--- src/rtl/sub_32_pipe_if.sv ---
// Operand/result handshake bundle for sub_32_pipe.
// Optional macro SUB_32_PIPE_ADDSUB_EN adds the per-beat op_add select.
interface sub_32_pipe_if #(
    parameter int unsigned WIDTH = 32
);
    logic             in_valid;
    logic             in_ready;
    logic [WIDTH-1:0] a;
    logic [WIDTH-1:0] b;
    logic             b_in;
`ifdef SUB_32_PIPE_ADDSUB_EN
    logic             op_add;
`endif
    logic             out_valid;
    logic             out_ready;
    logic [WIDTH-1:0] diff;
    logic             b_out;
    logic             ovf;
    logic             zero;

`ifdef SUB_32_PIPE_ADDSUB_EN
    modport slave (
        input  in_valid, a, b, b_in, op_add, out_ready,
        output in_ready, out_valid, diff, b_out, ovf, zero
    );
    modport master (
        output in_valid, a, b, b_in, op_add, out_ready,
        input  in_ready, out_valid, diff, b_out, ovf, zero
    );
`else
    modport slave (
        input  in_valid, a, b, b_in, out_ready,
        output in_ready, out_valid, diff, b_out, ovf, zero
    );
    modport master (
        output in_valid, a, b, b_in, out_ready,
        input  in_ready, out_valid, diff, b_out, ovf, zero
    );
`endif
endinterface

--- src/rtl/sub_32_pipe.sv ---
// Two-stage pipelined subtractor (a - b - b_in) with group-lookahead borrow.
// Stage 1 resolves the low half, stage 2 the high half and the flags.
// Optional macro SUB_32_PIPE_ADDSUB_EN: per-beat op_add selects a + b + b_in.
module sub_32_pipe #(
    parameter int unsigned WIDTH = 32,
    parameter int unsigned GROUP = 4
) (
    input  logic          clk,
    input  logic          rst_n,
    sub_32_pipe_if.slave  bus
);
    localparam int unsigned HALF = WIDTH / 2;
    localparam int unsigned NGRP = HALF / GROUP;

    // Half-width subtract: returns {borrow_out, diff}; group borrows skip ahead
    function automatic logic [HALF:0] sub_half(
        input logic [HALF-1:0] x,
        input logic [HALF-1:0] y,
        input logic            bi
    );
        logic [HALF-1:0] p;
        logic [HALF-1:0] g;
        logic [HALF-1:0] d;
        logic [NGRP:0]   gb;
        logic            gg;
        logic            gp;
        logic            c;
        p     = ~(x ^ y);
        g     = ~x & y;
        d     = '0;
        gb    = '0;
        gb[0] = bi;
        for (int k = 0; k < int'(NGRP); k++) begin
            gg = 1'b0;
            gp = 1'b1;
            for (int j = 0; j < int'(GROUP); j++) begin
                gg = g[k*GROUP+j] | (p[k*GROUP+j] & gg);
                gp = gp & p[k*GROUP+j];
            end
            gb[k+1] = gg | (gp & gb[k]);
        end
        for (int k = 0; k < int'(NGRP); k++) begin
            c = gb[k];
            for (int j = 0; j < int'(GROUP); j++) begin
                d[k*GROUP+j] = x[k*GROUP+j] ^ y[k*GROUP+j] ^ c;
                c = g[k*GROUP+j] | (p[k*GROUP+j] & c);
            end
        end
        return {gb[NGRP], d};
    endfunction

    logic             v1;
    logic             v2;
    logic             adv1;
    logic             adv2;
    logic             op_c;
    logic [WIDTH-1:0] b_eff_c;
    logic             bin_eff_c;
    logic [HALF:0]    lo_c;
    logic [HALF:0]    hi_c;
    logic [WIDTH-1:0] diff_c;

    logic [HALF-1:0]  s1_dlo;
    logic             s1_borrow;
    logic [HALF-1:0]  s1_ahi;
    logic [HALF-1:0]  s1_bhi;
    logic             s1_op;

    logic [WIDTH-1:0] res_diff;
    logic             res_b_out;
    logic             res_ovf;
    logic             res_zero;

`ifdef SUB_32_PIPE_ADDSUB_EN
    assign op_c = bus.op_add;
`else
    assign op_c = 1'b0;
`endif

    // Handshake: a stage moves when its successor frees up this cycle
    assign adv2         = !v2 || bus.out_ready;
    assign adv1         = !v1 || adv2;
    assign bus.in_ready = adv1;

    // Add is a + b + c == a - ~b - ~c, with carry out == ~borrow out
    always_comb begin
        b_eff_c   = op_c ? ~bus.b : bus.b;
        bin_eff_c = op_c ? ~bus.b_in : bus.b_in;
        lo_c      = sub_half(bus.a[HALF-1:0], b_eff_c[HALF-1:0], bin_eff_c);
        hi_c      = sub_half(s1_ahi, s1_bhi, s1_borrow);
        diff_c    = {hi_c[HALF-1:0], s1_dlo};
    end

    // Stage 1: low half result, inter-half borrow, high-half operands
    always_ff @(posedge clk or negedge rst_n) begin
        if (!rst_n) begin
            v1        <= 1'b0;
            s1_dlo    <= '0;
            s1_borrow <= 1'b0;
            s1_ahi    <= '0;
            s1_bhi    <= '0;
            s1_op     <= 1'b0;
        end else if (adv1) begin
            v1 <= bus.in_valid;
            if (bus.in_valid) begin
                s1_dlo    <= lo_c[HALF-1:0];
                s1_borrow <= lo_c[HALF];
                s1_ahi    <= bus.a[WIDTH-1:HALF];
                s1_bhi    <= b_eff_c[WIDTH-1:HALF];
                s1_op     <= op_c;
            end
        end
    end

    // Stage 2: high half and flags; only valid stage-1 data is loaded
    always_ff @(posedge clk or negedge rst_n) begin
        if (!rst_n) begin
            v2        <= 1'b0;
            res_diff  <= '0;
            res_b_out <= 1'b0;
            res_ovf   <= 1'b0;
            res_zero  <= 1'b0;
        end else if (adv2) begin
            v2 <= v1;
            if (v1) begin
                res_diff  <= diff_c;
                res_b_out <= hi_c[HALF] ^ s1_op;
                res_ovf   <= (s1_ahi[HALF-1] != s1_bhi[HALF-1]) &&
                             (hi_c[HALF-1] != s1_ahi[HALF-1]);
                res_zero  <= (diff_c == '0);
            end
        end
    end

    assign bus.out_valid = v2;
    assign bus.diff      = res_diff;
    assign bus.b_out     = res_b_out;
    assign bus.ovf       = res_ovf;
    assign bus.zero      = res_zero;

endmodule

--- src/flat_wrapper.sv ---
// flat-port wrapper written by rule: the top's interface ports become plain ports
module sub_32_pipe_flat 
#(
    parameter int unsigned WIDTH = 32,
    parameter int unsigned GROUP = 4
)
  (clk, rst_n, bus_in_valid, bus_a, bus_b, bus_b_in, bus_out_ready, bus_in_ready, bus_out_valid, bus_diff, bus_b_out, bus_ovf, bus_zero);
  sub_32_pipe_if #(.WIDTH(WIDTH)) bus_i ();
  input  logic clk;
  input  logic rst_n;
  input wire logic [$bits(bus_i.in_valid)-1:0] bus_in_valid;
  input wire logic [$bits(bus_i.a)-1:0] bus_a;
  input wire logic [$bits(bus_i.b)-1:0] bus_b;
  input wire logic [$bits(bus_i.b_in)-1:0] bus_b_in;
  input wire logic [$bits(bus_i.out_ready)-1:0] bus_out_ready;
  output wire logic [$bits(bus_i.in_ready)-1:0] bus_in_ready;
  output wire logic [$bits(bus_i.out_valid)-1:0] bus_out_valid;
  output wire logic [$bits(bus_i.diff)-1:0] bus_diff;
  output wire logic [$bits(bus_i.b_out)-1:0] bus_b_out;
  output wire logic [$bits(bus_i.ovf)-1:0] bus_ovf;
  output wire logic [$bits(bus_i.zero)-1:0] bus_zero;
  assign bus_i.in_valid = bus_in_valid;
  assign bus_i.a = bus_a;
  assign bus_i.b = bus_b;
  assign bus_i.b_in = bus_b_in;
  assign bus_i.out_ready = bus_out_ready;
  assign bus_in_ready = bus_i.in_ready;
  assign bus_out_valid = bus_i.out_valid;
  assign bus_diff = bus_i.diff;
  assign bus_b_out = bus_i.b_out;
  assign bus_ovf = bus_i.ovf;
  assign bus_zero = bus_i.zero;
  sub_32_pipe #(.WIDTH(WIDTH), .GROUP(GROUP)) u_core (.clk(clk), .rst_n(rst_n), .bus(bus_i));
endmodule
--- config.mk ---
export PLATFORM = sky130hd
export DESIGN_NAME = sub_32_pipe_flat
export DESIGN_NICKNAME = d
export VERILOG_FILES = /design/src/rtl/sub_32_pipe_if.sv /design/src/rtl/sub_32_pipe.sv /design/src/flat_wrapper.sv
export SDC_FILE = /design/constraint.sdc
export NUM_CORES = 1
export LEC_CHECK = 0
export ABC_CLOCK_PERIOD_IN_PS = 3300
export BUFFER_PORTS_ARGS = -buffer_cell sky130_fd_sc_hd__clkbuf_2
export CAP_MARGIN = 20
export CORE_AREA = 2 2 102 104
export DETAILED_ROUTE_END_ITERATION = 10
export DIE_AREA = 0 0 104 106
export PLACE_DENSITY_LB_ADDON = 0.3
export REMOVE_ABC_BUFFERS = 1
export SKIP_LAST_GASP = 1
export SYNTH_ARGS = -nofsm -noshare
export SYNTH_HDL_FRONTEND = slang
export SYNTH_SLANG_ARGS = --single-unit
--- constraint.sdc ---
create_clock -name clk -period 3.3 [get_ports clk]
set_clock_uncertainty 0.05 [all_clocks]
set_input_delay 0.495 -clock clk [delete_from_list [all_inputs] [get_ports clk]]
set_output_delay 0.495 -clock clk [all_outputs]
set_load 0.03 [all_outputs]
==> results of run 1 <==
sequential cells by signal, summed over array words and instances (netlist names):
| register | cells |
|---|---|
| u_core.bus.diff | 32 |
| u_core.s1_ahi | 16 |
| u_core.s1_bhi | 16 |
| u_core.s1_dlo | 16 |
| u_core.bus.b_out | 1 |
| u_core.bus.out_valid | 1 |
| u_core.bus.ovf | 1 |
| u_core.bus.zero | 1 |
| u_core.s1_borrow | 1 |
| u_core.v1 | 1 |
cell type report:
| type | count | area (um2) | area share |
|---|---|---|---|
| Clock buffer | 11 | 141 | 0.0240 |
| Clock inverter | 5 | 106 | 0.0180 |
| Inverter | 38 | 143 | 0.0242 |
| Multi-Input combinational cell | 260 | 2400 | 0.407 |
| Sequential cell | 86 | 2150 | 0.365 |
| Tap cell | 136 | 170 | 0.0288 |
| Timing Repair Buffer | 137 | 788 | 0.134 |
layout by cell type, fill, tap and decap left out, types with 2 or more instances in the layout:
master / netlist / routed
dfrtp_1: 86 / 86
ha_1: 32 / 30
inv_1: 38 / 36
o21ai_0: 38 / 37
nor4_1: 4 / 4
nand2_1: 39 / 39
nor2_1: 6 / 6
clkbuf_8: 0 / 10
ha_4: 0 / 2
a21o_1: 6 / 6
a211oi_1: 6 / 5
fa_1: 24 / 18
nand2b_1: 4 / 4
fa_2: 0 / 6
mux2_2: 50 / 50
nand4_1: 4 / 4
and4_1: 3 / 3
inv_2: 0 / 2
nand3_1: 6 / 6
xor2_1: 9 / 9
bufinv_16: 0 / 3
buf_4: 1 / 32
clkbuf_2: 0 / 104
a21oi_1: 11 / 11
how the worst max path moves through the flow:
stage	endpoint	slack, ps	cells past startpoint
after floorplan	u_core.bus.zero	-270	12
after detailed placement	u_core.bus.zero	-520	12
after global routing	u_core.bus.zero	-280	14
after global placement	u_core.bus.zero	-410	12
final	u_core.bus.zero	-120	12
after CTS	u_core.bus.zero	-160	13
stage by stage:
stage	area, um2	hold slack, ps	std cells	worst slack [ps]
2_1_floorplan	4630	149	384	-271
3_3_place_gp	5540	415	653	-412
3_5_place_dp	5540	420	653	-516
4_1_cts	5860	302	671	-160
5_1_grt	5900	14.4	673	-280
6_report	5900	-8.91	673	-117
kinds of logic after synthesis:
family / after synthesis / synth area share
flops: 86 / 0.457
simple gates: 76 / 0.0826
compound gates: 69 / 0.0903
fa+ha+maj: 56 / 0.187
mux: 50 / 0.119
buf+inv: 49 / 0.0473
xor+xnor: 9 / 0.0167
timing repair:
| item | 4_1_cts | 5_1_grt |
|---|---|---|
| resized for setup | 14 | 1 |
| hold endpoints to repair | 0 | 0 |
| pin swaps | 18 | 5 |
| endpoints found under the setup margin | 7 | 2 |
| cloned | 0 | 0 |
| setup buffers | 2 | 1 |
metal layers:
layer,global-route usage,wire (um)
met2,0.323,4840
met1,0.242,4450
met5,0,0
met4,0.0589,134
met3,0.0533,594
worst max-delay path, delay by kind of cell (launching register included):
kind | cells | cell delay [ps]
AO/OA/AOI/OAI | 3 | 730
adder cells (fa/ha/maj) | 4 | 1390
flip-flops | 1 | 400
buffers and inverters | 1 | 90
AND/OR/NAND/NOR | 4 | 620
power by group:
group | internal [mW] | total, mW | switching (mW) | leakage, nW
Clock | 0.525 | 0.910 | 0.384 | 0.120
Combinational | 0.640 | 1.55 | 0.912 | 1.78
Sequential | 1.33 | 1.51 | 0.183 | 1.03
Total | 2.49 | 3.97 | 1.48 | 2.93
==> results.md, run 1 <==
- Status: finished with violations
- Failing checks: negative hold slack, negative setup slack
- Dpl hpwl: 7700 um
- RSZ-0062 raised after global routing: yes
- Root buf cell: clkbuf_8
- WL final: 10000 um
- Critical Path AT: 3620 ps
- Worst setup slack after layout: -117 ps
- I/O Buffers: 105
- Most frequent CP cell: fa_2
- Top_reg_cell synth: dfrtp_1
- Req. time, crit path: 3500 ps
- Starting Density: 0.471
- Critical Path Start Type: flip-flop
- Final Hold Viols: 6
- Maximum vdd drop: 307 uV
- Util after Layout: 0.590
- Total Routing Usage GR: 0.192
- Worst R2R Start: u_core.s1_ahi[1]
- Nets: 657
- Cts-stage hold buffer count: 0
- Top cells by count, synth: 86 x dfrtp_1, 50 x mux2_2, 39 x nand2_1, 38 x inv_1, 38 x o21ai_0
- Deepest clock path buffer count: 2
- First-pass GRT wire length: approximately 17000 um
- DR vias: 3347
- I/O pins: between 100 and 150
- # clock sinks: 86
- Most numerous cell in the Yosys netlist: dfrtp_1
- Total power divided by cell area: 674 nW/um2
- Asr flop ratio synth: 1.00
- Critical Path, Cell by Cell: inv_2, ha_4, and3_4, a31o_4, o31ai_4, nand2b_1, fa_2, fa_2, fa_1, and4_1, nand4_1, o41ai_2
- Fill cell count: slightly below 900
- DR pass1 iterations: 4
- Setup CP Type: flip-flop to flip-flop
- Post-synthesis sequential area ratio: 0.457
- Max Slew Vio Count: 0
- Synthesized instance count: 395
- Syn-to-layout area delta: 25.2%
- Crit Reg-Reg Endpoint: u_core.bus.zero
- Slowest cell delay on critical path: 500 ps
- Ys Warns: 0
- Gp weighted congestion: 0.800
- Synth cell types: 39
- Layout cell share with drive strength beyond 1: 0.415
- Die Wd: 104 um
- Area fraction of the dominant cell type after synthesis: 0.457
- Clock slew at reported path FFs: 90 ps
- Rows: 37
- Chip Height: ~110 um
- Syn_area_per_cell: roughly 12 um2
- Mapped Area: 4710 um2
- Worst Setup End Kind: flip-flop
- Least-Margin Pin Slew: 978 ps
- Crit share post-route: 1.04
- Post-route ant nets: 0
- H-tree levels: 3
- Core Area: 10000 um2
- Reg2Reg Depth: 12
- Slowest cell on crit path: fa_1
- #FFs+latches synth: 86
- Leak: 2.93 nW
- Hold crit path type: primary input to async pin
- Setup TNS: -117 ps
- Die ar.: 11000 um2
- Worst relative slew slack: 0.346
- Max FO, Critical Path: 2
- # setup viols final: 1
- CP startpoint: u_core.s1_ahi[1]
- Fmax: 0.293 GHz
- Minimum clock period after layout: about 3400 ps
- Antenna violations before repair: 0
- Post-synth EDFFs: 0
- MaxCap Viol Count: 0
- Grt ovf: 0
- R2r setup slk: -120 ps
- Residual DRC: 0
- Power after layout: roughly 4 mW
- Largest net degree at the start of global routing: 87
- Wire per inst: 14.9 um
- Routed vias/inst: around 5.0
- Inserted Clock Buffers: 9
- Leading cell types by total area after synthesis: dfrtp_1 46%, mux2_2 12%, fa_1 10%
- CTS tree: built
- Largest area contributor in the netlist: dfrtp_1
- Starting DRC count in detailed routing: 89
- Hold WS: -8.91 ps
- Clk Latency, worst-skew pair: 360 ps
- Antenna cells: 0
- Number of global-route vias before repair: approximately 3600
Note: power is estimated with default switching activity, not from simulation.
==> run 2: changes to the inputs <==
- CELL_PAD_IN_SITES_DETAIL_PLACEMENT: default -> 1
- CELL_PAD_IN_SITES_GLOBAL_PLACEMENT: default -> 2
- CORE_AREA: 2 2 102 104 -> 2 2 125 127
- DIE_AREA: 0 0 104 106 -> 0 0 127 129
==> results.md, run 2 (synthesis results as in run 1) <==
- Status: finished with violations
- Failing checks: negative setup slack
- MaxCap Viol Count: 0
- Residual DRC: 0
- Layout cell share with drive strength beyond 1: 0.425
- Worst R2R Start: u_core.s1_ahi[1]
- Power after layout: 4.38 mW
- Inserted Clock Buffers: 9
- H-tree levels: 3
- Clock slew at reported path FFs: ~60 ps
- Most frequent cells in the layout: 104 x clkbuf_2, 86 x dfrtp_1, 50 x mux2_2
- Cts-stage hold buffer count: 0
- DR pass1 iterations: 6
- CTS tree: built
- Grt ovf: 0
- Starting Density: 0.315
- Max FFs per register: 32
- Leak: approximately 3 nW
- Antenna violations before repair: 0
- First-pass GRT wire length: 19600 um
- Most frequent CP cell: fa_2
- CP startpoint: u_core.s1_ahi[1]
- WL final: 11900 um
- Sequential cell area: 2150 um2
- Crit Reg-Reg Endpoint: u_core.bus.zero
- Fill cell count: 1671
- Critical Path AT: 3620 ps
- Hold crit path type: primary input to async pin
- Maximum vdd drop: 312 uV
- Crit share post-route: 1.04
- Wire per inst: ~16 um
- Critical Path, Cell by Cell: inv_2, ha_4, and3_4, a31o_4, o31ai_4, nand2b_1, fa_2, fa_2, fa_1, and4_1, nand4_1, o41ai_2
- Routed vias/inst: ~4.6
- Deepest clock path buffer count: 2
- Post-route ant nets: 0
- Req. time, crit path: approximately 3500 ps
- Crit-path leading delay family: adder cells
- Worst path buffer plus inverter count: 1
- Worst Setup End Kind: flip-flop
- Most common cell after layout, fill and taps aside: clkbuf_2
- DR vias: approximately 3400
- Minimum clock period after layout: 3440 ps
- Util after Layout: 0.408
- Setup WS pre-CTS: -588 ps
- Die Wd: 127 um
- Starting DRC count in detailed routing: 115
- Nets: 663
- Slowest cell delay on critical path: 500 ps
- Gp weighted congestion: 0.794
- Antenna cells: 0
- Dpl hpwl: approximately 9300 um
- Critical Path Start Type: flip-flop
- Reg2Reg Depth: 12
- Setup CP Type: flip-flop to flip-flop
- Clk Latency, worst-skew pair: between 300 and 400 ps
- # clock sinks: 86
- Least-Margin Pin Slew: around 800 ps
- Syn-to-layout area delta: 29.8%
- Max FO, Critical Path: 3
- Slowest cell on crit path: fa_1
- Final Hold Viols: 0
- R2r setup slk: -140 ps
- Rows: 45
- Worst relative slew slack: 0.474
- Largest net degree at the start of global routing: 65
- Core Area: 15000 um2
- Fmax: 0.291 GHz
- Number of global-route vias before repair: around 3700
- Total power divided by cell area: 716 nW/um2
- Max Slew Vio Count: 0
- Worst setup slack after layout: -135 ps
- RSZ-0062 raised after global routing: yes
- I/O Buffers: 105
- # setup viols final: 1
- Die ar.: about 16000 um2
- Total Routing Usage GR: 0.154
- Chip Height: 129 um
- I/O pins: 106
- Area occupied by multi-input gates: 2400 um2
- Root buf cell: clkbuf_16
## run 2: cell count changes in the layout (fill, tap and decap cells not counted), sizes merged
cell    previous run  this run
clkbuf           115       114
buf               33        39
bufinv             3         4
## run 2: through the flow
stage | TNS [ps] | area [um2] | instances | hold slack, ps
2_1_floorplan | -286 | 4630 | 384 | 149
3_3_place_gp | -1060 | 5660 | 712 | 418
3_5_place_dp | -1550 | 5660 | 712 | 426
4_1_cts | -183 | 6100 | 730 | 132
5_1_grt | -322 | 6120 | 731 | 162
6_report | -135 | 6120 | 731 | 110
## run 2: how the worst max path moves through the flow
stage                       to  cells past startpoint
4_1_cts        u_core.bus.zero                     13
6_report       u_core.bus.zero                     12
3_5_place_dp   u_core.bus.zero                     13
3_3_place_gp   u_core.bus.zero                     12
5_1_grt        u_core.bus.zero                     12
2_1_floorplan  u_core.bus.zero                     12
## run 2: per-layer routing
metal | global-route usage | wire [um] | up-vias
met4 | 0.0562 | 168 | 0
met5 | 0 | 0 | -
met3 | 0.0299 | 569 | 10
met2 | 0.260 | 5750 | 84
li1 | - | - | 1646
met1 | 0.198 | 5360 | 1644
## run 2: repair_timing
| item | in CTS | in global routing |
|---|---|---|
| pin swaps | 19 | 3 |
| buffers inserted | 2 | 1 |
| setup endpoints to repair | 7 | 3 |
| gates resized for setup | 14 | 2 |
## run 2: power by group
part | switching [mW] | internal, mW | total, mW | leakage, nW
clock network | 0.426 | 0.836 | 1.26 | 0.179
logic | 0.940 | 0.655 | 1.60 | 1.80
registers | 0.192 | 1.33 | 1.52 | 1.03
total | 1.56 | 2.82 | 4.38 | 3.01
## run 2: layout make-up
class                      instances  share of cell area
clock buffer                      10              0.0391
clock inverter                     6              0.0217
multi-input combinational        260               0.393
inverter                          38              0.0233
sequential                        86               0.352
tap                              188              0.0385
timing repair buffer             143               0.133
==> run 3: changes to the inputs <==
- GPL_TIMING_DRIVEN: default -> 0
==> results.md, run 3 (synthesis results as in run 1) <==
- Fmax: 0.285 GHz
- Hold crit path type: primary input to async pin
- Starting DRC count in detailed routing: 119
- Reg2Reg Depth: 12
- Core Area: 15000 um2
- Setup CP Type: flip-flop to flip-flop
- Largest net degree at the start of global routing: 65
- MaxCap Viol Count: 0
- Clock slew at reported path FFs: 60 ps
- Die ar.: 16400 um2
- Wire per inst: ~16 um
- First-pass GRT wire length: around 19000 um
- I/O Buffers: 105
- H-tree levels: 3
- Rows: 45
- # clock sinks: 86
- Critical Path Start Type: flip-flop
- WL final: 11000 um
- Routed vias/inst: 4.69
- Comb pwr share: 0.367
- Antenna cells: 0
- Crit share post-route: 1.06
- Clk Latency, worst-skew pair: roughly 340 ps
- Nets: 633
- Req. time, crit path: about 3500 ps
- Chip Height: 129 um
- Max FFs per register: 32
- P_int: 2.53 mW
- Max FO, Critical Path: 3
- Final instance area: 5850 um2
- Worst Setup End Kind: flip-flop
- Worst relative slew slack: 0.295
- Minimum clock period after layout: 3510 ps
- Post-route ant nets: 0
- Layout cell share with drive strength beyond 1: 0.392
- Clk pwr share: 0.256
- RSZ-0062 raised after global routing: yes
- Dpl hpwl: ~8600 um
- Switching power: ~1.5 mW
- Failing checks: negative setup slack
- CTS tree: built
- Gp weighted congestion: 0.749
- Post-Layout Cell Count: 701
- Max Slew Vio Count: 0
- Least-Margin Pin Slew: 1050 ps
- Residual DRC: 0
- Inserted Clock Buffers: 9
- Deepest clock path buffer count: 2
- Total Routing Usage GR: 0.145
- Root buf cell: clkbuf_16
- Final Hold Viols: 0
- Cts-stage hold buffer count: 0
- # setup viols final: 1
- Syn-to-layout area delta: 24.1%
- I/O pins: 106
- Grt ovf: 0
- Area after DPL: between 5000 and 6000 um2
- Starting Density: 0.315
- Total power divided by cell area: 689 nW/um2
- Critical Path AT: between 3000 and 4000 ps
- Status: finished with violations
- Most common cell after layout, fill and taps aside: clkbuf_2
- Sw Ratio: 0.373
- Sequential Power Share: 0.377
- Leak: 2.85 nW
- DR pass1 iterations: 6
- Worst setup slack after layout: -209 ps
- Placed Instances: 678
- Antenna violations before repair: 0
- Maximum vdd drop: between 200 and 250 uV
- Die Wd: 127 um
- Most frequent cells in the layout: 104 x clkbuf_2, 86 x dfrtp_1, 50 x mux2_2
- DR vias: 3290
- Number of global-route vias before repair: 3643
## run 3: cell types whose count changed in the layout (fill, tap and decap cells not counted), sizes merged
cell,delta
clkinvlp,-1
buf,-31
clkbuf,+3
bufinv,-3
clkinv,+2
## run 3: final timing paths
path / slack, ps / from / end
hold / removal: 60 / rst_n / u_core.s1_bhi[5]
setup reg to reg: -210 / u_core.s1_ahi[1] / u_core.bus.zero
max in group asynchronous: 2500 / rst_n / u_core.bus.diff[3]
hold reg to reg: 440 / u_core.bus.diff[22] / u_core.bus.diff[22]
setup / recovery: -210 / u_core.s1_ahi[1] / u_core.bus.zero
min in group clk: 330 / bus_a[23] / u_core.s1_ahi[7]
## run 3: what timing repair did
item | in CTS | in global routing
setup buffers | 6 | 1
resized for setup | 18 | 1
endpoints found under the setup margin | 8 | 3
pin swaps | 17 | 3
hold endpoints to repair | 0 | 0
## run 3: stage by stage
stage / hold WS [ps] / TNS [ps] / worst slack (ps) / util / power, mW
floorplan: 149 / -286 / -271 / - / 2.46
global placement: 412 / -1980 / -713 / 0.360 / 2.93
detailed placement: 427 / -2070 / -718 / 0.362 / 2.99
CTS: 74.2 / -327 / -327 / 0.390 / 4.10
global route: 90.5 / -331 / -331 / 0.391 / 4.32
finish: 63.0 / -209 / -209 / 0.391 / 4.03
## run 3: final cells by class
cell class                 instances  area (um2)
clock buffer                      12         256
clock inverter                     4        45.0
fill                            1660        9130
inverter                          38         143
multi-input combinational        260        2410
sequential                        86        2150
tap                              188         235
timing repair buffer             113         608
## run 3: power groups by stage
stage	clock network [mW]	registers (mW)	logic, mW
floorplan	0	1.84	0.618
global placement	0	1.53	1.40
detailed placement	0	1.55	1.44
CTS	1.06	1.53	1.50
global route	1.10	1.57	1.65
finish	1.03	1.52	1.48
## run 3: metal layers
metal	global-route usage	vias up	share of wire
li1	-	1583	-
met1	0.183	1613	0.45
met2	0.244	81	0.48
met3	0.0341	13	0.054
met4	0.0562	0	0.017
met5	0	-	0
## run 3: critical path, cell delays in order, from the launching register on
cell	delay (ps)
dfrtp_1	390
inv_2	80
ha_4	200
and3_4	170
a31o_4	230
o31ai_4	270
nand2b_1	130
fa_2	360
fa_2	360
fa_1	380
xor2_1	240
nand3_1	190
o41ai_2	340
